## src/rtl/ps2_keyboard.sv

```systemverilog
// PS/2 keyboard receiver: oversampled frame capture, scan-code FIFO and 2-digit hex display.
// Optional macro PS2_PARITY_CHK_EN rejects frames that fail the odd-parity check.
module ps2_keyboard #(
  parameter int unsigned FIFO_DEPTH     = 8,
  parameter int unsigned TIMEOUT_CYCLES = 20000
) (
  input  logic       clk,
  input  logic       resetn,
  input  logic       ps2_clk,
  input  logic       ps2_data,
  input  logic       nextdata_n,
  output logic [7:0] data,
  output logic       ready,
  output logic       overflow,
  output logic       frame_err,
  output logic [7:0] o_seg0,
  output logic [7:0] o_seg1
);

  localparam int unsigned AW = $clog2(FIFO_DEPTH);
  localparam int unsigned CW = AW + 1;
  localparam int unsigned TW = $clog2(TIMEOUT_CYCLES + 1);

  function automatic logic [7:0] hex7seg(input logic [3:0] n);
    case (n)
      4'h0: hex7seg = 8'hC0;  4'h1: hex7seg = 8'hF9;
      4'h2: hex7seg = 8'hA4;  4'h3: hex7seg = 8'hB0;
      4'h4: hex7seg = 8'h99;  4'h5: hex7seg = 8'h92;
      4'h6: hex7seg = 8'h82;  4'h7: hex7seg = 8'hF8;
      4'h8: hex7seg = 8'h80;  4'h9: hex7seg = 8'h90;
      4'hA: hex7seg = 8'h88;  4'hB: hex7seg = 8'h83;
      4'hC: hex7seg = 8'hC6;  4'hD: hex7seg = 8'hA1;
      4'hE: hex7seg = 8'h86;  default: hex7seg = 8'h8E;
    endcase
  endfunction

  logic [2:0]    clk_sync;
  logic [1:0]    dat_sync;
  logic          fall;
  logic [3:0]    bit_cnt;
  logic [9:0]    shreg;
  logic [TW-1:0] idle_cnt;
  logic          frame_done;
  logic          frame_ok;
  logic          par_ok;
  logic [7:0]    frame_byte;

  logic [7:0]    mem [FIFO_DEPTH];
  logic [AW-1:0] wr_ptr;
  logic [AW-1:0] rd_ptr;
  logic [CW-1:0] count;
  logic          full;
  logic          push;
  logic          pop;

  assign fall = clk_sync[2] & ~clk_sync[1];

  // Bits shift in from the top, so after ten samples shreg[0] holds the start bit.
  always_comb begin
    frame_done = fall && (bit_cnt == 4'd10);
    frame_byte = shreg[8:1];
`ifdef PS2_PARITY_CHK_EN
    par_ok     = ^shreg[9:1];
`else
    par_ok     = 1'b1;
`endif
    frame_ok   = ~shreg[0] & dat_sync[1] & par_ok;
  end

  assign full  = (count == CW'(FIFO_DEPTH));
  assign ready = (count != '0);
  assign pop   = ~nextdata_n & ready;
  // A pop in the same cycle frees the slot, so a full FIFO still accepts the byte.
  assign push  = frame_done & frame_ok & (~full | pop);
  assign data  = ready ? mem[rd_ptr] : '0;

  always_ff @(posedge clk or negedge resetn) begin
    if (!resetn) begin
      clk_sync  <= '1;
      dat_sync  <= '1;
      bit_cnt   <= '0;
      shreg     <= '0;
      idle_cnt  <= '0;
      wr_ptr    <= '0;
      rd_ptr    <= '0;
      count     <= '0;
      overflow  <= 1'b0;
      frame_err <= 1'b0;
      o_seg0    <= '1;
      o_seg1    <= '1;
    end else begin
      clk_sync  <= {clk_sync[1:0], ps2_clk};
      dat_sync  <= {dat_sync[0], ps2_data};
      frame_err <= frame_done & ~frame_ok;

      if (fall) begin
        idle_cnt <= '0;
        if (bit_cnt == 4'd10) begin
          bit_cnt <= '0;
        end else begin
          bit_cnt <= bit_cnt + 4'd1;
          shreg   <= {dat_sync[1], shreg[9:1]};
        end
      end else if (bit_cnt != '0) begin
        if (idle_cnt == TW'(TIMEOUT_CYCLES - 1)) begin
          bit_cnt  <= '0;
          idle_cnt <= '0;
        end else begin
          idle_cnt <= idle_cnt + TW'(1);
        end
      end else begin
        idle_cnt <= '0;
      end

      if (frame_done && frame_ok) begin
        o_seg0 <= hex7seg(frame_byte[3:0]);
        o_seg1 <= hex7seg(frame_byte[7:4]);
        if (full && !pop) overflow <= 1'b1;
      end

      if (push) wr_ptr <= wr_ptr + AW'(1);
      if (pop)  rd_ptr <= rd_ptr + AW'(1);
      case ({push, pop})
        2'b10:   count <= count + CW'(1);
        2'b01:   count <= count - CW'(1);
        default: count <= count;
      endcase
    end
  end

  always_ff @(posedge clk) begin
    if (push) mem[wr_ptr] <= frame_byte;
  end

endmodule

```

## config.mk

```make
export PLATFORM = sky130hd
export DESIGN_NAME = ps2_keyboard
export DESIGN_NICKNAME = d
export VERILOG_FILES = /design/src/rtl/ps2_keyboard.sv
export SDC_FILE = /design/constraint.sdc
export NUM_CORES = 1
export LEC_CHECK = 0
export BUFFER_PORTS_ARGS = -buffer_cell sky130_fd_sc_hd__buf_2
export CAP_MARGIN = 30
export CORE_ASPECT_RATIO = 1.5
export CORE_MARGIN = 5
export CORE_UTILIZATION = 61
export CTS_CLUSTER_SIZE = 12
export DETAILED_ROUTE_END_ITERATION = 8
export PLACE_DENSITY = 0.88
export SYNTH_ARGS = -nofsm -noshare
export SYNTH_HDL_FRONTEND = slang
export SYNTH_SLANG_ARGS = --single-unit
```

## constraint.sdc

```tcl
create_clock -name clk -period 3.2 [get_ports clk]
set_input_delay 0.64 -clock clk [delete_from_list [all_inputs] [get_ports clk]]
set_output_delay 0.64 -clock clk [all_outputs]
set_load 0.005 [all_outputs]
```

==> summary.md, run 1 <==
| Metric | Value |
|---|---|
| Total GRT Usage | `22.8%` |
| Max-slew violations | `0` |
| H-tree levels | `4` |
| Setup TNS | `0 ps` |
| Maxcap violations | `0` |
| Initial drt markers | `290` |
| Required @ worst endpoint | `2560 ps` |
| Most frequent cells in the layout | `edfxtp_1, nand2_1, dfrtp_1, nor2_1, buf_2` |
| Ant. Diodes | `0` |
| Filler cells | `582` |
| Cell leakage power | `2.54 nW` |
| FP Rows | `43` |
| Vias in the first global route | `3699` |
| Yosys top cell area share | `34.1%` |
| Synth cell types | `53` |
| Vias after detailed routing | `3529` |
| Routed len/inst | `19.2 µm` |
| Status | `complete, no violations` |
| Syn Std Cell Area | `5640 µm²` |
| Initial antenna violation count | `0` |
| Core area | `9150 µm²` |
| Tot Pwr | `5.19 mW` |
| CTS tree | `done` |
| # setup viols final | `0` |
| CTS Buffer Depth | `2` |
| Clock root cell | `clkbuf_16` |
| TritonCTS Buffers | `17` |
| Initial Util | `61.6%` |
| Register bit total from synthesis | `124` |
| Clk sinks | `124` |
| Die height | `128 µm` |
| Worst R2R Path Depth | `6` |
| Area leader, netlist | `edfxtp_1` |
| DR DRC count | `0` |
| Synthesized instance count | `426` |
| Pwr/cell area | `807 nW/µm²` |
| Largest net degree at the start of global routing | `45` |
| Sequential area share after synthesis | `61.2%` |
| Final worst slack | `432 ps` |
| Placed cells | `558` |
| Post-cts sizing count | `0` |
| Max Fanout on Critical Path | `18` |
| Asr flop ratio synth | `48.4%` |
| CP arrival | `2130 ps` |
| Final hold violations | `0` |
| DP HPWL | `7.31 mm` |
| Crit path kind | `flip-flop to output pin` |
| IO Count | `32` |
| Vias per cell | `5.98` |
| Final WL | `11.3 mm` |
| Yosys Warn Count | `0` |
| Worst slew margin | `37.6%` |
| Final Cycle Share | `86.5%` |
| FMAX | `361 MHz` |
| DP Worst Slack | `683 ps` |
| Post-synth top flop | `edfxtp_1` |
| Commonest non-fill, non-tap cell in the layout | `edfxtp_1` |
| Final non-filler cell total | `590` |
| Share of cells above drive strength 1 | `24.7%` |
| Max IR drop VDD | `0.527 mV` |
| Nets | `491` |
| Number of flops mapped to enable cells by yosys | `64` |
| Setup bufs post-CTS | `0` |
| Least-Margin Pin Slew | `933 ps` |
| Full die area | `11300 µm²` |
| GRT overflow | `0` |
| Horiz. Die Dim | `88.5 µm` |
| Gp weighted congestion | `0.824` |
| Area Overhead vs Synth | `14.1%` |
| DR pass1 iterations | `5` |
| I/O Buffers | `29` |
| Hold Crit Class | `input pin to async pin` |
| Startpoint types | `flip-flop` |
| Top post-synthesis cells by area | `edfxtp_1, dfrtp_1, dfstp_2, mux4_2, ha_1` |
| Clk_lat worst skew | `420 ps` |
| Unrepaired setup endpoints after global routing | `false` |
| Skew final | `12.6 ps` |
| Antenna Nets Post-Route | `0` |
| Crit path time final | `2770 ps` |
| Global-route wire length before repair | `19.0 mm` |
| CP Capture Type | `output pin` |
| Hold-fix buffers, CTS | `0` |
| Post-Syn Area per Cell | `13.2 µm²` |
| Clock transition at the registers of the reported paths | `50 ps` |
report_power, final:
| part | switching [mW] | internal (mW) |
|---|---|---|
| logic | 0.564 | 0.625 |
| registers | 0.359 | 1.91 |
| clock network | 0.650 | 1.08 |
| total | 1.57 | 3.61 |
worst paths after layout:
path / from / end / slack [ps]
worst max-delay path: rd_ptr[1]$_DFFE_PN0P_ / data[6] / 430
worst min register to register: clk_sync[0]$_DFF_PN1_ / clk_sync[1]$_DFF_PN1_ / 350
max in group asynchronous: resetn / o_seg1[5]$_DFFE_PN1P_ / 2160
min in group clk: ps2_data / dat_sync[0]$_DFF_PN1_ / 330
worst min-delay path: resetn / count[3]$_DFFE_PN0P_ / 150
worst max register to register: bit_cnt[0]$_DFFE_PN0P_ / mem[5][4]$_DFFE_PP_ / 620
layout make-up:
cell class / count / area (µm²) / share of cell area [%]
Sequential cell: 124 / 3450 / 53.6
Inverter: 15 / 56.3 / 0.876
Multi-Input combinational cell: 269 / 2040 / 31.7
Timing Repair Buffer: 38 / 213 / 3.31
Clock inverter: 9 / 73.8 / 1.15
Clock buffer: 23 / 458 / 7.12
Tap cell: 112 / 140 / 2.18
synth_stat cells, types with 3 or more instances:
| library cell | instances |
|---|---|
| nand3_1 | 11 |
| dfstp_2 | 19 |
| mux4_2 | 18 |
| ha_1 | 20 |
| mux2i_1 | 16 |
| clkbuf_1 | 11 |
| nor2_1 | 38 |
| xor2_1 | 3 |
| mux2_2 | 8 |
| xnor2_1 | 14 |
| nand2b_1 | 5 |
| edfxtp_1 | 64 |
| dfrtp_1 | 41 |
| o31ai_1 | 3 |
| o21ai_0 | 17 |
| nand2_1 | 50 |
| nor3_1 | 12 |
| nor4_1 | 3 |
| a32oi_1 | 3 |
| or4_1 | 3 |
| inv_1 | 14 |
| buf_2 | 4 |
| a21oi_1 | 12 |
worst max-delay path, cell delays in order, from the launching register on:
cell and delay (ps):
dfrtp_1 840, mux4_2 450, mux2i_1 220, nor2_1 70, buf_2 130
cell families after synthesis:
group | share of synthesized area (%)
and+or+nand+nor | 12.1
DFF | 61.2
AOI/OAI and AO/OA | 4.91
muxes | 11.6
buffers and inverters | 2.69
adders and majority gates | 4.80
xor gates and xnor gates | 2.64
other | 0.0665
sequential cells by signal (all words and copies together), names as in the netlist:
register   cells
bit_cnt        4
clk_sync       3
count          4
dat_sync       2
frame_err      1
idle_cnt      15
mem           64
o_seg0         7
o_seg1         7
overflow       1
rd_ptr         3
shreg         10
wr_ptr         3
stage by stage:
step                hold slack (ps)  area (µm²)  util, %
detailed placement              349        5900     64.5
global route                    168        6430     70.3
global placement                346        5900     64.5
CTS                             149        6430     70.3
finish                          145        6430     70.3
floorplan                       344        5640        -
layer usage:
layer  wire (µm)  GRT usage, %
met3         535          6.82
met2        6260          39.0
met5           0             0
met1        4320          27.2
met4         231          7.65
(Power assumes the default switching activity.)
==> run 2, diff against run 1 <==
Settings changed: CORE_UTILIZATION 61 to 55, PLACE_DENSITY 0.88 to 0.84.
Clock period 3.2 ns to 2.5 ns, I/O delays scaled along.
==> summary.md, run 2 (synthesis results as in run 1) <==
| Metric | Value |
|---|---|
| Status | `complete, no violations` |
| Switch Pwr | `2.04 mW` |
| Max incr delay on CP | `530 ps` |
| CP Cell Sequence | `buf_12 > mux4_2 > mux2i_1 > nor2_1 > buf_2` |
| Die height | `134 µm` |
| Max FFs per register | `64` |
| Crit path kind | `flip-flop to output pin` |
| DR DRC count | `0` |
| CP arrival | `1820 ps` |
| Hold Crit Class | `input pin to async pin` |
| I/O Buffers | `29` |
| FP Rows | `45` |
| Max-slew violations | `0` |
| Clock network power share | `33.8%` |
| Antenna Nets Post-Route | `0` |
| Final Cycle Share | `92.6%` |
| Worst R2R Setup Slack | `220 ps` |
| Largest regs | `mem (64), idle_cnt (15), shreg (10)` |
| FF-to-FF End | `count[3]$_DFFE_PN0P_` |
| Vias after detailed routing | `3435` |
| Internal power | `4.64 mW` |
| Final WL | `10.7 mm` |
| Reg2reg start | `bit_cnt[0]$_DFFE_PN0P_` |
| Core area | `10100 µm²` |
| Critical path origin | `rd_ptr[0]$_DFFE_PN0P_` |
| Share of cells above drive strength 1 | `27.3%` |
| Clk sinks | `124` |
| Largest net degree at the start of global routing | `30` |
| TritonCTS Buffers | `17` |
| Nets | `497` |
| Placed cells | `569` |
| Routed len/inst | `17.8 µm` |
| Hold Worst Slack | `112 ps` |
| Commonest non-fill, non-tap cell in the layout | `edfxtp_1` |
| Largest register by flop count | `mem` |
| Setup TNS | `0 ps` |
| Sequential fraction of design power | `43.3%` |
| Initial Util | `55.9%` |
| Initial drt markers | `258` |
| Gp weighted congestion | `0.837` |
| Setup bufs post-CTS | `0` |
| Ant. Diodes | `0` |
| FMAX | `432 MHz` |
| DR pass1 iterations | `4` |
| Buffers and inverters on the worst path | `2` |
| Max IR drop VDD | `0.611 mV` |
| Unrepaired setup endpoints after global routing | `false` |
| Least-Margin Pin Slew | `813 ps` |
| CTS Buffer Depth | `2` |
| Post-cts sizing count | `1` |
| Clk_lat worst skew | `410 ps` |
| Global-route wire length before repair | `18.1 mm` |
| Maxcap violations | `0` |
| Clock root cell | `clkbuf_16` |
| Required @ worst endpoint | `2000 ps` |
| Critical path's slowest cell | `mux4_2` |
| Largest delay contributor family on the critical path | `multiplexers` |
| IO Count | `32` |
| Cell leakage power | `2.57 nW` |
| Startpoint types | `flip-flop` |
| Skew final | `10.6 ps` |
| Total GRT Usage | `18.9%` |
| CP Capture Type | `output pin` |
| Worst R2R Path Depth | `11` |
| Max Fanout on Critical Path | `18` |
| Vias per cell | `5.72` |
| Initial antenna violation count | `0` |
| Area Overhead vs Synth | `15.8%` |
| Final hold violations | `0` |
| Vias in the first global route | `3622` |
| Pwr/cell area | `1020 nW/µm²` |
| Comb power frac | `22.9%` |
| H-tree levels | `4` |
| Full die area | `12400 µm²` |
| Switching share of power | `30.5%` |
| Final non-filler cell total | `601` |
| Horiz. Die Dim | `92.7 µm` |
| Crit path time final | `2320 ps` |
| CTS tree | `done` |
| # setup viols final | `0` |
| GRT overflow | `0` |
| Worst slew margin | `45.8%` |
| Clock transition at the registers of the reported paths | `50 ps` |
| Hold-fix buffers, CTS | `0` |
| Most frequent cells in the layout | `edfxtp_1, nand2_1, dfrtp_1, nor2_1, buf_2` |
| DP HPWL | `7.18 mm` |
==> run 2: changes by cell type in the layout (fill, tap and decap cells not counted), moves of 2 or more <==
cell,previous run,this run
clkinv_4,0,4
clkbuf_1,5,0
buf_4,9,14
clkinv_2,5,3
clkinvlp_4,2,4
==> run 2: worst max path at each step <==
stage	endpoint	cells after the start
final	data[0]	5
after global routing	count[3]$_DFFE_PN0P_	11
after detailed placement	count[3]$_DFFE_PN0P_	11
after CTS	count[3]$_DFFE_PN0P_	11
after global placement	count[3]$_DFFE_PN0P_	11
after floorplan	mem[2][0]$_DFFE_PP_	8
==> run 2: power by group through the flow <==
stage	sequential [mW]	combinational, mW	clock (mW)
after floorplan	2.69	1.25	0
after global placement	2.89	1.46	0
after detailed placement	2.92	1.53	0
after CTS	2.89	1.55	2.29
after global routing	2.95	1.73	2.40
final	2.89	1.53	2.26
==> run 2: metal layers <==
metal | global-route usage [%] | wire length [µm]
met1 | 22.4 | 4260
met2 | 32.5 | 5840
met3 | 5.50 | 437
met4 | 7.25 | 168
met5 | 0 | 0
==> run 2: layout make-up <==
type / count / area (µm²)
Clock buffer: 17 / 425
Clock inverter: 15 / 126
Fill cell: 686 / 3550
Inverter: 15 / 56.3
Multi-Input combinational cell: 269 / 2050
Sequential cell: 124 / 3450
Tap cell: 117 / 146
Timing Repair Buffer: 44 / 270
==> run 2: through the flow <==
stage	worst slack [ps]	util [%]	total power, mW	instance area [µm²]
2_1_floorplan	65.8	-	3.94	5650
3_3_place_gp	385	59.2	4.34	5970
5_1_grt	44.1	64.7	7.07	6530
3_5_place_dp	244	59.2	4.45	5970
6_report	185	64.7	6.68	6530
4_1_cts	120	64.7	6.73	6520
==> run 2: worst reg2reg max path, cell delays in order (launching register included) <==
cell and delay [ps]:
dfrtp_1 390, inv_1 130, ha_1 160, and3b_2 240, nand2_1 90, nand2_2 90, inv_2 60, ha_1 360
nand3_1 130, and2_1 170, a32oi_1 210, xnor2_1 160
==> run 3, diff against run 2 <==
Settings changed: GPL_TIMING_DRIVEN from default to 0.
==> summary.md, run 3 (synthesis results as in run 1) <==
| Metric | Value |
|---|---|
| Required @ worst endpoint | `2000 ps` |
| Global-route wire length before repair | `18.7 mm` |
| CTS tree | `done` |
| Maxcap violations | `0` |
| GRT overflow | `0` |
| Unrepaired setup endpoints after global routing | `true` |
| Ant. Diodes | `0` |
| Horiz. Die Dim | `92.7 µm` |
| Clock network power share | `34.4%` |
| Clk_lat worst skew | `410 ps` |
| Worst slew margin | `42.9%` |
| Placed cells | `578` |
| Largest regs | `mem (64), idle_cnt (15), shreg (10)` |
| Status | `complete, no violations` |
| Max-slew violations | `0` |
| Buffers and inverters on the worst path | `3` |
| Routed len/inst | `18.1 µm` |
| Skew final | `6.27 ps` |
| Vias in the first global route | `3704` |
| # setup viols final | `0` |
| Vias per cell | `5.72` |
| Final non-filler cell total | `611` |
| Crit path kind | `flip-flop to output pin` |
| Cell leakage power | `2.62 nW` |
| Core Util, Final | `66.5%` |
| TritonCTS Buffers | `17` |
| Final WL | `11.1 mm` |
| Pwr/cell area | `1030 nW/µm²` |
| Final Cycle Share | `94.8%` |
| Max FFs per register | `64` |
| CP Capture Type | `output pin` |
| IO Count | `32` |
| Full die area | `12400 µm²` |
| Clock transition at the registers of the reported paths | `60 ps` |
| Final hold violations | `0` |
| Crit path time final | `2370 ps` |
| Startpoint types | `flip-flop` |
| Least-Margin Pin Slew | `857 ps` |
| Switch Pwr | `2.06 mW` |
| Area Overhead vs Synth | `18.9%` |
| DR pass1 iterations | `4` |
| Clock root cell | `clkbuf_16` |
| Worst hold stages | `1` |
| Critical path origin | `rd_ptr[0]$_DFFE_PN0P_` |
| Core area | `10100 µm²` |
| FMAX | `422 MHz` |
| Die height | `134 µm` |
| Max incr delay on CP | `510 ps` |
| CP arrival | `1870 ps` |
| CP Cell Sequence | `buf_8 > buf_12 > mux4_2 > mux2i_1 > nor2_1 > buf_2` |
| Commonest non-fill, non-tap cell in the layout | `edfxtp_1` |
| Switching share of power | `30.0%` |
| Antenna Nets Post-Route | `0` |
| CTS Buffer Depth | `2` |
| Clk sinks | `124` |
| Critical path depth | `6` |
| Hold Worst Slack | `187 ps` |
| Hold-fix buffers, CTS | `0` |
| Setup TNS | `0 ps` |
| Tot Pwr | `6.88 mW` |
| H-tree levels | `4` |
| Most frequent cells in the layout | `edfxtp_1, nand2_1, dfrtp_1, nor2_1, buf_2` |
| Initial antenna violation count | `0` |
| Vias after detailed routing | `3495` |
| Reg2reg start | `bit_cnt[0]$_DFFE_PN0P_` |
| Sequential fraction of design power | `40.5%` |
| Hold Crit Class | `input pin to flip-flop` |
| Largest net degree at the start of global routing | `38` |
| Nets | `507` |
| Largest register by flop count | `mem` |
| Largest delay contributor family on the critical path | `multiplexers` |
| Worst R2R Path Depth | `7` |
| Worst R2R Setup Slack | `180 ps` |
| Initial Util | `55.9%` |
| Initial drt markers | `189` |
| Max Fanout on Critical Path | `10` |
| Hold Crit Start | `ps2_clk` |
| Share of cells above drive strength 1 | `28.9%` |
| Internal power | `4.81 mW` |
| DP HPWL | `7.87 mm` |
| Total GRT Usage | `19.6%` |
| Max IR drop VDD | `0.552 mV` |
| Critical path's slowest cell | `mux4_2` |
| I/O Buffers | `29` |
| Gp weighted congestion | `0.880` |
| DR DRC count | `0` |
| FP Rows | `45` |
| Comb power frac | `25.0%` |
## run 3: cell count changes in the layout (fill, tap and decap cells not counted), sizes merged
cell,previous run,this run
clkinv,9,6
clkinvlp,4,6
clkbuf,17,25
bufinv,1,2
buf,44,46
## run 3: layout make-up
| type | instances | area, µm² |
|---|---|---|
| Buffer | 17 | 116 |
| Multi-Input combinational cell | 269 | 2120 |
| Tap cell | 117 | 146 |
| Clock buffer | 17 | 425 |
| Sequential cell | 124 | 3450 |
| Inverter | 15 | 56.3 |
| Timing Repair Buffer | 37 | 234 |
| Clock inverter | 15 | 150 |
| Fill cell | 681 | 3380 |
## run 3: timing repair
| action | CTS | global route |
|---|---|---|
| pin swaps | 1 | 0 |
| setup buffers | 1 | 2 |
| endpoints found under the setup margin | 60 | 59 |
| resized for setup | 18 | 13 |
| gates cloned | 0 | 0 |
## run 3: worst register-to-register path, delay by kind of cell (launching register included)
kind                       cells  cell delay (ps)
and+or+nand+nor                4             1060
DFF                            1              400
adders and majority gates      1              150
buffers and inverters          2              360
## run 3: final timing paths
path | end
hold reg to reg | clk_sync[1]$_DFF_PN1_
setup / recovery | data[5]
setup reg to reg | mem[3][5]$_DFFE_PP_
min in group asynchronous | idle_cnt[0]$_DFF_PN0_
hold / removal | clk_sync[0]$_DFF_PN1_
max in group asynchronous | o_seg1[4]$_DFFE_PN1P_
## run 3: per-stage QoR
step | area, µm² | setup slack (ps)
after floorplan | 5650 | 65.8
after global placement | 5940 | -475
after detailed placement | 5980 | -406
after CTS | 6640 | -77.4
after global routing | 6700 | -7.72
final | 6700 | 129
## run 3: power groups by stage
stage	logic (mW)	registers (mW)	clock network [mW]
2_1_floorplan	1.25	2.69	0
4_1_cts	1.71	2.78	2.39
3_3_place_gp	1.60	2.74	0
3_5_place_dp	1.68	2.77	0
6_report	1.72	2.79	2.37
5_1_grt	1.93	2.83	2.49
## run 3: per-layer routing
| metal | GRT usage, % | part of all wire [%] | vias to the layer above |
|---|---|---|---|
| met1 | 21.1 | 38 | 1754 |
| met3 | 5.72 | 3.8 | 10 |
| met2 | 36.5 | 58 | 80 |
| met4 | 6.36 | 0.99 | 0 |
| met5 | 0 | 0 | - |
| li1 | - | - | 1651 |
